## config.mk

```make
export PLATFORM = sky130hd
export DESIGN_NAME = dma_master_mc
export DESIGN_NICKNAME = d
export VERILOG_FILES = /design/src/rtl/dma_master_mc.sv
export SDC_FILE = /design/constraint.sdc
export NUM_CORES = 1
export LEC_CHECK = 0
export BUFFER_PORTS_ARGS = -buffer_cell sky130_fd_sc_hd__buf_2
export CORE_ASPECT_RATIO = 1.2
export CORE_MARGIN = 2
export CORE_UTILIZATION = 30
export DETAILED_ROUTE_END_ITERATION = 7
export PLACE_DENSITY_LB_ADDON = 0.1
export SLEW_MARGIN = 20
export SYNTH_ARGS = -nofsm -noshare
export SYNTH_HDL_FRONTEND = slang
export SYNTH_SLANG_ARGS = --single-unit
```

## constraint.sdc

```tcl
create_clock -name clk -period 5.1 [get_ports clk]
set_input_delay 0 -clock clk [delete_from_list [all_inputs] [get_ports clk]]
set_output_delay 0 -clock clk [all_outputs]
set_load 0.01 [all_outputs]
```

## src/rtl/dma_master_mc.sv

```systemverilog
// Multi-channel AXI DMA master: round-robin burst engine copying words from src to dst
// through a small read-to-write FIFO, one outstanding burst at a time.
module dma_master_mc #(
  parameter int          NUM_CH     = 2,
  parameter int          FIFO_DEPTH = 4,
  parameter int          MAX_LEN    = 16,
  parameter logic [3:0]  DMA_ID     = 4'h1
) (
  input  logic                 clk,
  input  logic                 rst,
  input  logic [NUM_CH-1:0]    ch_start_i,
  input  logic [NUM_CH*32-1:0] ch_src_i,
  input  logic [NUM_CH*32-1:0] ch_dst_i,
  input  logic [NUM_CH*32-1:0] ch_qty_i,
  output logic [NUM_CH-1:0]    ch_busy_o,
  output logic [NUM_CH-1:0]    ch_fin_o,
  output logic [NUM_CH-1:0]    ch_err_o,
  output logic                 arvalid,
  input  logic                 arready,
  output logic [31:0]          araddr,
  output logic [7:0]           arlen,
  output logic [2:0]           arsize,
  output logic [1:0]           arburst,
  output logic [3:0]           arid,
  input  logic                 rvalid,
  output logic                 rready,
  input  logic [31:0]          rdata,
  input  logic                 rlast,
  input  logic [1:0]           rresp,
  output logic                 awvalid,
  input  logic                 awready,
  output logic [31:0]          awaddr,
  output logic [7:0]           awlen,
  output logic [2:0]           awsize,
  output logic [1:0]           awburst,
  output logic [3:0]           awid,
  output logic                 wvalid,
  input  logic                 wready,
  output logic [31:0]          wdata,
  output logic [3:0]           wstrb,
  output logic                 wlast,
  input  logic                 bvalid,
  output logic                 bready,
  input  logic [1:0]           bresp
);

  localparam int CW  = (NUM_CH > 1) ? $clog2(NUM_CH) : 1;
  localparam int FAW = $clog2(FIFO_DEPTH);

  typedef enum logic [2:0] {S_IDLE, S_ARB, S_AR, S_AW, S_DATA, S_RESP} state_e;

  state_e             state_q, state_d;
  logic [31:0]        src_q [NUM_CH];
  logic [31:0]        dst_q [NUM_CH];
  logic [31:0]        rem_q [NUM_CH];
  logic [NUM_CH-1:0]  busy_q, fin_q, err_q;
  logic [CW-1:0]      grant_q, last_q, pick;
  logic               pick_vld;
  logic [CW:0]        idx;
  logic [8:0]         len_q, rcnt_q, wcnt_q, next_len;
  logic               burst_err_q;
  logic [31:0]        araddr_q, awaddr_q;
  logic [7:0]         axlen_q;
  logic [31:0]        fifo_mem [FIFO_DEPTH];
  logic [FAW:0]       wr_ptr_q, rd_ptr_q;
  logic               fifo_full, fifo_empty, r_push, w_pop, resp_hs, resp_err;
  logic [31:0]        len_bytes;

  // Round-robin: scan starting at the channel after the last grant.
  always_comb begin
    // NOTE: every comb output gets a default first so no path can infer a latch.
    pick     = '0;
    pick_vld = 1'b0;
    idx      = '0;
    for (int i = 0; i < NUM_CH; i++) begin
      idx = {1'b0, last_q} + (CW+1)'(i + 1);
      if (idx >= (CW+1)'(NUM_CH)) idx = idx - (CW+1)'(NUM_CH);
      if (!pick_vld && rem_q[idx[CW-1:0]] != 32'd0) begin
        pick_vld = 1'b1;
        pick     = idx[CW-1:0];
      end
    end
  end

  assign next_len   = (rem_q[pick] > 32'(MAX_LEN)) ? 9'(MAX_LEN) : rem_q[pick][8:0];
  assign len_bytes  = {21'b0, len_q, 2'b00};

  assign fifo_empty = (wr_ptr_q == rd_ptr_q);
  assign fifo_full  = (wr_ptr_q[FAW] != rd_ptr_q[FAW]) &&
                      (wr_ptr_q[FAW-1:0] == rd_ptr_q[FAW-1:0]);

  assign rready   = (state_q == S_DATA) && !fifo_full && (rcnt_q < len_q);
  assign wvalid   = (state_q == S_DATA) && !fifo_empty;
  assign wlast    = wvalid && (wcnt_q == len_q - 9'd1);
  assign wdata    = wvalid ? fifo_mem[rd_ptr_q[FAW-1:0]] : 32'd0;
  assign r_push   = rvalid && rready;
  assign w_pop    = wvalid && wready;
  assign resp_hs  = (state_q == S_RESP) && bvalid;
  assign resp_err = burst_err_q || (bresp != 2'b00);

  always_comb begin
    state_d = state_q;
    case (state_q)
      S_IDLE: if (pick_vld) state_d = S_ARB;
      S_ARB:  state_d = pick_vld ? S_AR : S_IDLE;
      S_AR:   if (arready) state_d = S_AW;
      S_AW:   if (awready) state_d = S_DATA;
      S_DATA: if (w_pop && wlast) state_d = S_RESP;
      S_RESP: if (bvalid) state_d = S_ARB;
      default: state_d = S_IDLE;
    endcase
  end

  always_ff @(posedge clk) begin
    // NOTE: sequential state uses non-blocking assignments only, avoiding read/write races.
    if (rst) begin
      state_q     <= S_IDLE;
      grant_q     <= '0;
      last_q      <= CW'(NUM_CH - 1);
      len_q       <= '0;
      rcnt_q      <= '0;
      wcnt_q      <= '0;
      burst_err_q <= 1'b0;
      araddr_q    <= '0;
      awaddr_q    <= '0;
      axlen_q     <= '0;
      wr_ptr_q    <= '0;
      rd_ptr_q    <= '0;
    end else begin
      state_q <= state_d;
      if (state_q == S_ARB && pick_vld) begin
        grant_q     <= pick;
        last_q      <= pick;
        len_q       <= next_len;
        araddr_q    <= src_q[pick];
        awaddr_q    <= dst_q[pick];
        axlen_q     <= 8'(next_len - 9'd1);
        rcnt_q      <= '0;
        wcnt_q      <= '0;
        burst_err_q <= 1'b0;
      end
      if (r_push) begin
        wr_ptr_q <= wr_ptr_q + 1'b1;
        rcnt_q   <= rcnt_q + 9'd1;
        if (rresp != 2'b00) burst_err_q <= 1'b1;
      end
      if (w_pop) begin
        rd_ptr_q <= rd_ptr_q + 1'b1;
        wcnt_q   <= wcnt_q + 9'd1;
      end
    end
  end

  // NOTE: FIFO storage is not reset; the pointers alone decide which entries are valid.
  always_ff @(posedge clk) begin
    if (r_push) fifo_mem[wr_ptr_q[FAW-1:0]] <= rdata;
  end

  always_ff @(posedge clk) begin
    if (rst) begin
      for (int k = 0; k < NUM_CH; k++) begin
        src_q[k] <= '0;
        dst_q[k] <= '0;
        rem_q[k] <= '0;
      end
      busy_q <= '0;
      fin_q  <= '0;
      err_q  <= '0;
    end else begin
      fin_q <= '0;
      for (int k = 0; k < NUM_CH; k++) begin
        if (ch_start_i[k] && !busy_q[k]) begin
          src_q[k] <= ch_src_i[k*32 +: 32];
          dst_q[k] <= ch_dst_i[k*32 +: 32];
          rem_q[k] <= ch_qty_i[k*32 +: 32];
          err_q[k] <= 1'b0;
          if (ch_qty_i[k*32 +: 32] == 32'd0) fin_q[k]  <= 1'b1;
          else                               busy_q[k] <= 1'b1;
        end
      end
      // A granted channel is busy, so its start input cannot collide with this update.
      if (resp_hs) begin
        if (resp_err) begin
          rem_q[grant_q]  <= '0;
          err_q[grant_q]  <= 1'b1;
          fin_q[grant_q]  <= 1'b1;
          busy_q[grant_q] <= 1'b0;
        end else begin
          src_q[grant_q] <= src_q[grant_q] + len_bytes;
          dst_q[grant_q] <= dst_q[grant_q] + len_bytes;
          rem_q[grant_q] <= rem_q[grant_q] - 32'(len_q);
          if (rem_q[grant_q] == 32'(len_q)) begin
            fin_q[grant_q]  <= 1'b1;
            busy_q[grant_q] <= 1'b0;
          end
        end
      end
    end
  end

  assign ch_busy_o = busy_q;
  assign ch_fin_o  = fin_q;
  assign ch_err_o  = err_q;
  assign arvalid   = (state_q == S_AR);
  assign awvalid   = (state_q == S_AW);
  assign bready    = (state_q == S_RESP);
  assign araddr    = araddr_q;
  assign awaddr    = awaddr_q;
  assign arlen     = axlen_q;
  assign awlen     = axlen_q;
  assign arsize    = 3'b010;
  assign awsize    = 3'b010;
  assign arburst   = 2'b01;
  assign awburst   = 2'b01;
  assign arid      = DMA_ID;
  assign awid      = DMA_ID;
  assign wstrb     = 4'hF;

endmodule

```

==> metrics.txt, run 1 <==
outcome=finished, final reports clean; GR Overflow Total=0; hold path depth=5; max_cap viols=0; via count=18744; synthesized-area fraction occupied by adder cells=approximately 2.7%; initial antenna violation count=6; clk buf depth=3; Avg WL per Cell=21.6 um; number of DRC markers in iteration 0=between 900 and 1000; asr flop ratio synth=0%; clk slew on worst S/H paths=around 0.07 ns; Fin. Hold Viols=0; routed wl met2=39000 um; RD Place Congestion=roughly 0.84; final wirelength=approximately 80000 um; DR DRC count=0; worst-path fanout max=36; slowest cell on the critical path=dfxtp_4; Nets=2909; Vias/cell=5.08; Resized Gates After CTS=0; first-pass GRT wire length=around 120000 um; Cell Pwr Density=roughly 320 nW/um2; CP required=5.44 ns; Post-synth EDFFs=320; Worst slew margin=between 20% and 30%; chip height=about 300 um; CP Class=register to register; clock sink total=440; Initial Util=a little under a third; CTS tree=done; Multi-input gate area=10100 um2; clock skew=roughly 0.015 ns; Worst setup EP type=register; top-area cell type share of the netlist area=41.9%; die area=about 80000 um2; crit path launch type=register; CTS H-Tree Depth=2; met3 wire length=4370 um; peak supply drop=approximately 270 uV; Leak=11.5 nW; RSZ-0062 raised after global routing=no; critical-path cell list=buf_4 > mux2_2 > ha_1 > o21ai_0 > a21oi_1 > o211ai_1 > a21boi_0 > nand3_1 > xor2_1 > o22ai_1 > a31o_2; io pins=roughly 380; Synth Cell Area=roughly 23000 um2; area fraction in compound gates after synthesis=approximately 12%; Post-synth top flop=edfxtp_1; Seq/Total Area, Yosys=between 50 and 60%; Reg2Reg Depth=11; clock root buffer=clkbuf_16; Mapped Cells=about 2100; worst hold endpoint=ch_err_o[1]; Critical Path Max Stage Delay=approximately 0.8 ns; Tmin final=roughly 4.4 ns; Synth area leaders=edfxtp_1 (42%), dfxtp_1 (10%), mux2i_1 (5.7%); Fmax achieved=about 230 MHz; Worst Hold Class=primary input to register; Inserted Clock Buffers=51; wire length on met1=33900 um; vias in the first global route=19426; Synth Area in Simple Gates=14.6%; Post-Synth XOR/XNOR Area=about 4.2%; 1st-pass router iterations=6; largest net degree at the start of global routing=80; Core ar.=roughly 76000 um2; Post-CTS Repair Setup Buffers=0; largest family of logic cells by synthesized area=simple AND/OR/NAND/NOR gates; Reg-to-Reg End=dst_q[1][24]; Final Max Slew Viols=0; ratio of final minimum period to clock period=85.7%; fraction of synthesized area in multiplexers=10.0%; share of cells above drive strength 1=a little over a fifth; Post-DRT Antenna Nets=0; synth unique cells=between 70 and 80; detailed placer's ending HPWL=54000 um; Setup Viol. Count Final=0; min-delay src=bvalid; synthesis-to-finish area growth=29.5%; Synth Area per Inst=11.0 um2; total negative slack=0 ns; yosys warns=0; Reg2Reg Setup Slack=around 0.73 ns; Synth area leader=edfxtp_1; total power=just under 10 mW; row count=roughly 110; crit path DAT=around 4.7 ns; Die Wd=around 260 um; Clock Latency Late Sink=roughly 0.59 ns; Highest Signal Layer=met5; port bufs=360; FF/Latch Area=about 12000 um2; Worst-Margin Slew=1.08 ns; fill count=roughly 7500; GRT Util Overall=around a fifth; #FFs+latches synth=440
==> layout make-up <==
class	count	area share, %
timing repair buffer	630	15.0
clock inverter	20	0.678
clock buffer	75	5.01
multi-input combinational	1469	34.1
antenna	4	0.0337
inverter	32	0.404
sequential	440	40.5
tap	1017	4.29
==> Yosys cell counts (8+ instances only) <==
cell / number
a211oi_1: 70
a21o_1: 11
a21oi_1: 55
a22o_1: 36
a31oi_1: 8
and2_1: 12
and3_1: 47
buf_1: 9
buf_2: 24
buf_4: 36
clkbuf_1: 89
dfxtp_1: 120
edfxtp_1: 320
ha_1: 44
inv_1: 32
mux2_2: 25
mux2i_1: 130
mux4_2: 32
nand2_1: 121
nand2b_1: 13
nand3_1: 164
nand3b_1: 14
nor2_1: 165
nor3_1: 33
nor4_1: 33
o211ai_1: 8
o21ai_0: 177
o31ai_1: 8
or3_1: 11
xnor2_1: 68
xor2_1: 42
==> repair_timing <==
item                       CTS  global route
hold buffers               239             0
setup endpoints to repair    0             0
hold endpoints to repair   348             0
==> worst max-delay path, delay by kind of cell (launching register included) <==
kind,cells,cell delay (ns)
AO/OA/AOI/OAI,6,1.73
XOR/XNOR,1,0.21
adder cells (fa/ha/maj),1,0.34
buffers and inverters,1,0.43
flip-flops,1,0.80
multiplexers,1,0.39
AND/OR/NAND/NOR,1,0.19
==> cell families (layout without fill, tap and decap cells) <==
| logic type | after synthesis | count (layout) |
|---|---|---|
| compound gates | 433 | 433 |
| xor+xnor | 110 | 110 |
| fa+ha+maj | 47 | 47 |
| buf+inv | 195 | 757 |
| flops | 440 | 440 |
| mux | 187 | 187 |
| other cells | 2 | 26 |
| simple gates | 670 | 670 |
==> layer usage <==
layer | vias to the layer above | track usage, %
li1 | 8866 | -
met1 | 9223 | 24.2
met2 | 525 | 34.6
met3 | 126 | 3.92
met4 | 4 | 6.11
met5 | - | 0
==> stage by stage <==
stage                     hold slack (ns)  util (%)  setup WS (ns)  std cells  cell area [um2]
after floorplan                    0.0989         -          0.268       2104            23000
after detailed placement            0.217      33.7          0.704       3349            25600
final                              0.0412      39.1          0.730       3687            29700
after CTS                         0.00724      39.1          0.684       3683            29700
after global placement              0.212      33.7          0.794       3349            25600
after global routing               0.0605      39.1          0.397       3687            29700
==> placed cells by master, fill, tap and decap left out, drive strengths merged, types with 42 or more instances in the layout <==
master         n
a21oi         56
dfxtp        120
dlygate4sd3  239
buf          391
nand3        164
xnor2         68
clkbuf        75
xor2          42
and3          48
nor2         168
mux2i        130
a211oi        70
ha            44
edfxtp       320
o21ai        180
nand2        122
==> power breakdown <==
| group | switching (mW) | internal (mW) | leakage, nW | total (mW) |
|---|---|---|---|---|
| Combinational | 0.913 | 0.679 | 6.52 | 1.59 |
| Clock | 1.53 | 2.22 | 0.825 | 3.75 |
| Sequential | 0.176 | 4.10 | 4.19 | 4.28 |
| Total | 2.62 | 7.00 | 11.5 | 9.62 |
==> flip-flops by register name, summed over array words and instances (netlist names), 2 cells and up, named ones only <==
signal,count
araddr,32
ch_busy_o,2
dst_q,64
ch_err_o,2
wr_ptr_q,3
src_q,64
awaddr,32
arlen,8
fifo_mem,128
rd_ptr_q,3
rem_q,64
rcnt_q,9
len_q,9
ch_fin_o,2
wcnt_q,9
state_q,3
==> how the worst max path moves through the flow <==
stage	cells past startpoint	from	endpoint
after global routing	14	register	src_q[1][20]
after detailed placement	11	register	dst_q[1][24]
final	11	register	dst_q[1][24]
after global placement	11	register	dst_q[0][24]
after floorplan	19	register	rem_q[1][23]
after CTS	11	register	dst_q[1][24]
No activity file was read; power rests on OpenSTA's default activity.
==> run 2: changes to the inputs <==
--- a/config.mk
+++ b/config.mk
@@ -6,6 +6,8 @@
 export NUM_CORES = 1
 export LEC_CHECK = 0
 export BUFFER_PORTS_ARGS = -buffer_cell sky130_fd_sc_hd__buf_2
+export CELL_PAD_IN_SITES_DETAIL_PLACEMENT = 1
+export CELL_PAD_IN_SITES_GLOBAL_PLACEMENT = 1
 export CORE_ASPECT_RATIO = 1.2
 export CORE_MARGIN = 2
 export CORE_UTILIZATION = 30
==> constraint.sdc (replaced) <==
create_clock -name clk -period 5.1 [get_ports clk]
set_input_delay 1.53 -clock clk [delete_from_list [all_inputs] [get_ports clk]]
set_output_delay 1.53 -clock clk [all_outputs]
set_load 0.01 [all_outputs]
==> metrics.txt, run 2 (synthesized netlist as in run 1, its figures left out) <==
ratio of final minimum period to clock period=88.8%; peak supply drop=between 200 and 300 uV; slowest cell on the critical path=nor4_1; Reg2Reg Depth=11; Worst Hold Class=register to register; port bufs=between 300 and 400; first-pass GRT wire length=roughly 120000 um; Die Wd=256 um; Largest register FFs=~130; chip height=a little over 300 um; placed cell count=3358; Cell Pwr Density=350 nW/um2; WP buf/inv=2; GRT Util Overall=20.2%; clk buf depth=3; Worst slew margin=27.7%; max_cap viols=0; share of cells above drive strength 1=around a quarter; synthesis-to-finish area growth=19.8%; total power=9.60 mW; cts hold-fix bufs=0; Critical Path Max Stage Delay=just under 0.5 ns; Leak=~11 nW; total negative slack=0 ns; Clock Latency Late Sink=0.65 ns; Reg-to-Reg End=dst_q[1][23]; Post-DRT Antenna Nets=0; GR Overflow Total=0; Initial Util=30.2%; Core ar.=roughly 76000 um2; crit path DAT=about 3.0 ns; most common cell after layout, fill and taps aside=buf_2; Post-CTS Repair Setup Buffers=0; hold path depth=2; vias in the first global route=around 19000; number of DRC markers in iteration 0=approximately 850; Tmin final=between 4 and 5 ns; CTS tree=done; die area=between 70000 and 80000 um2; CTS H-Tree Depth=2; crit-path leading delay family=buffers and inverters; Crit. Startpoint=len_q[1]; RSZ-0062 raised after global routing=no; outcome=finished, final reports clean; Final Max Slew Viols=0; PnR worst setup slack=0.571 ns; Resized Gates After CTS=0; io pins=384; final wirelength=81200 um; Fmax achieved=221 MHz; commonest cells after routing, fill and taps aside=buf_2 (359), edfxtp_1 (320), o21ai_0 (177); clk slew on worst S/H paths=around 0.060 ns; detailed placer's ending HPWL=between 50000 and 60000 um; fill count=8484; CP required=approximately 3.6 ns; 1st-pass router iterations=5; row count=around 110; Vias/cell=around 5.2; crit path launch type=register; via count=about 18000; CP Class=register to output pin; largest net degree at the start of global routing=between 100 and 150; Worst setup EP type=output pin; worst hold endpoint=burst_err_q; min-delay src=burst_err_q; critical-path cell list=inv_1 > ha_1 > xor2_1 > o211ai_1 > a211oi_1 > nand3_1 > nor4_1 > buf_2; Fin. Hold Viols=0; Reg2Reg Setup Slack=approximately 1.1 ns; DR DRC count=0; Worst-Margin Slew=1.09 ns; RD Place Congestion=about 0.83; worst slack, placed=around 0.9 ns; clock skew=between 0.06 and 0.07 ns; clock sink total=between 400 and 500; Nets=~2700; final cell count without fillers=3458; clock root buffer=clkbuf_16; initial antenna violation count=7; Inserted Clock Buffers=52; worst-path fanout max=6; Setup Viol. Count Final=0; Avg WL per Cell=~23 um
==> run 2: cell count changes in the layout (fill, tap and decap cells not counted), sizes merged <==
cell / delta
diode: -2
bufinv: +1
clkbuf: +1
dlygate4sd3: -239
inv: +1
buf: +9
==> run 2: per-stage QoR <==
stage / utilization [%] / hold WS, ns / instance area, um2
global placement: 33.8 / 0.440 / 25700
detailed placement: 33.8 / 0.448 / 25700
CTS: 36.1 / 0.459 / 27400
finish: 36.1 / 0.453 / 27500
global route: 36.1 / 0.471 / 27400
floorplan: - / 0.427 / 23000
==> run 2: power by group <==
group / total (mW) / switching (mW) / internal, mW / leakage (nW)
clock network: 3.86 / 1.63 / 2.23 / 0.838
registers: 4.28 / 0.177 / 4.10 / 4.19
logic: 1.46 / 0.894 / 0.563 / 5.59
total: 9.60 / 2.70 / 6.89 / 10.6
==> run 2: how the worst max path moves through the flow <==
stage / to / slack [ns] / cells past startpoint
after CTS: wlast / 0.45 / 8
after global placement: src_q[1][18] / 0.94 / 7
after floorplan: rem_q[1][23] / 0.27 / 19
after global routing: wlast / 0.37 / 9
after detailed placement: src_q[0][30] / 0.90 / 7
final: wlast / 0.57 / 8
==> run 2: worst register-to-register path: cells and delay by family, from the launching register on <==
family,cells,cell delay [ns]
AOI/OAI and AO/OA,3,0.65
xor gates and xnor gates,1,0.23
adders and majority gates,1,0.32
buffers and inverters,1,0.56
DFF,1,0.68
muxes,1,0.40
and+or+nand+nor,4,0.96
==> run 2: final cells by class <==
cell class | count | area [um2] | area share [%]
clock buffer | 76 | 1440 | 5.25
multi-input combinational | 1469 | 10100 | 36.9
antenna | 2 | 5.00 | 0.0182
tap | 1017 | 1270 | 4.64
clock inverter | 22 | 299 | 1.09
sequential | 440 | 12000 | 43.8
timing repair buffer | 400 | 2170 | 7.89
inverter | 32 | 120 | 0.438
==> run 2: metal layers <==
metal | wire, um | GRT usage [%]
met5 | 13 | 0
met4 | 1840 | 5.10
met3 | 4010 | 3.68
met2 | 39800 | 35.4
met1 | 35500 | 25.6
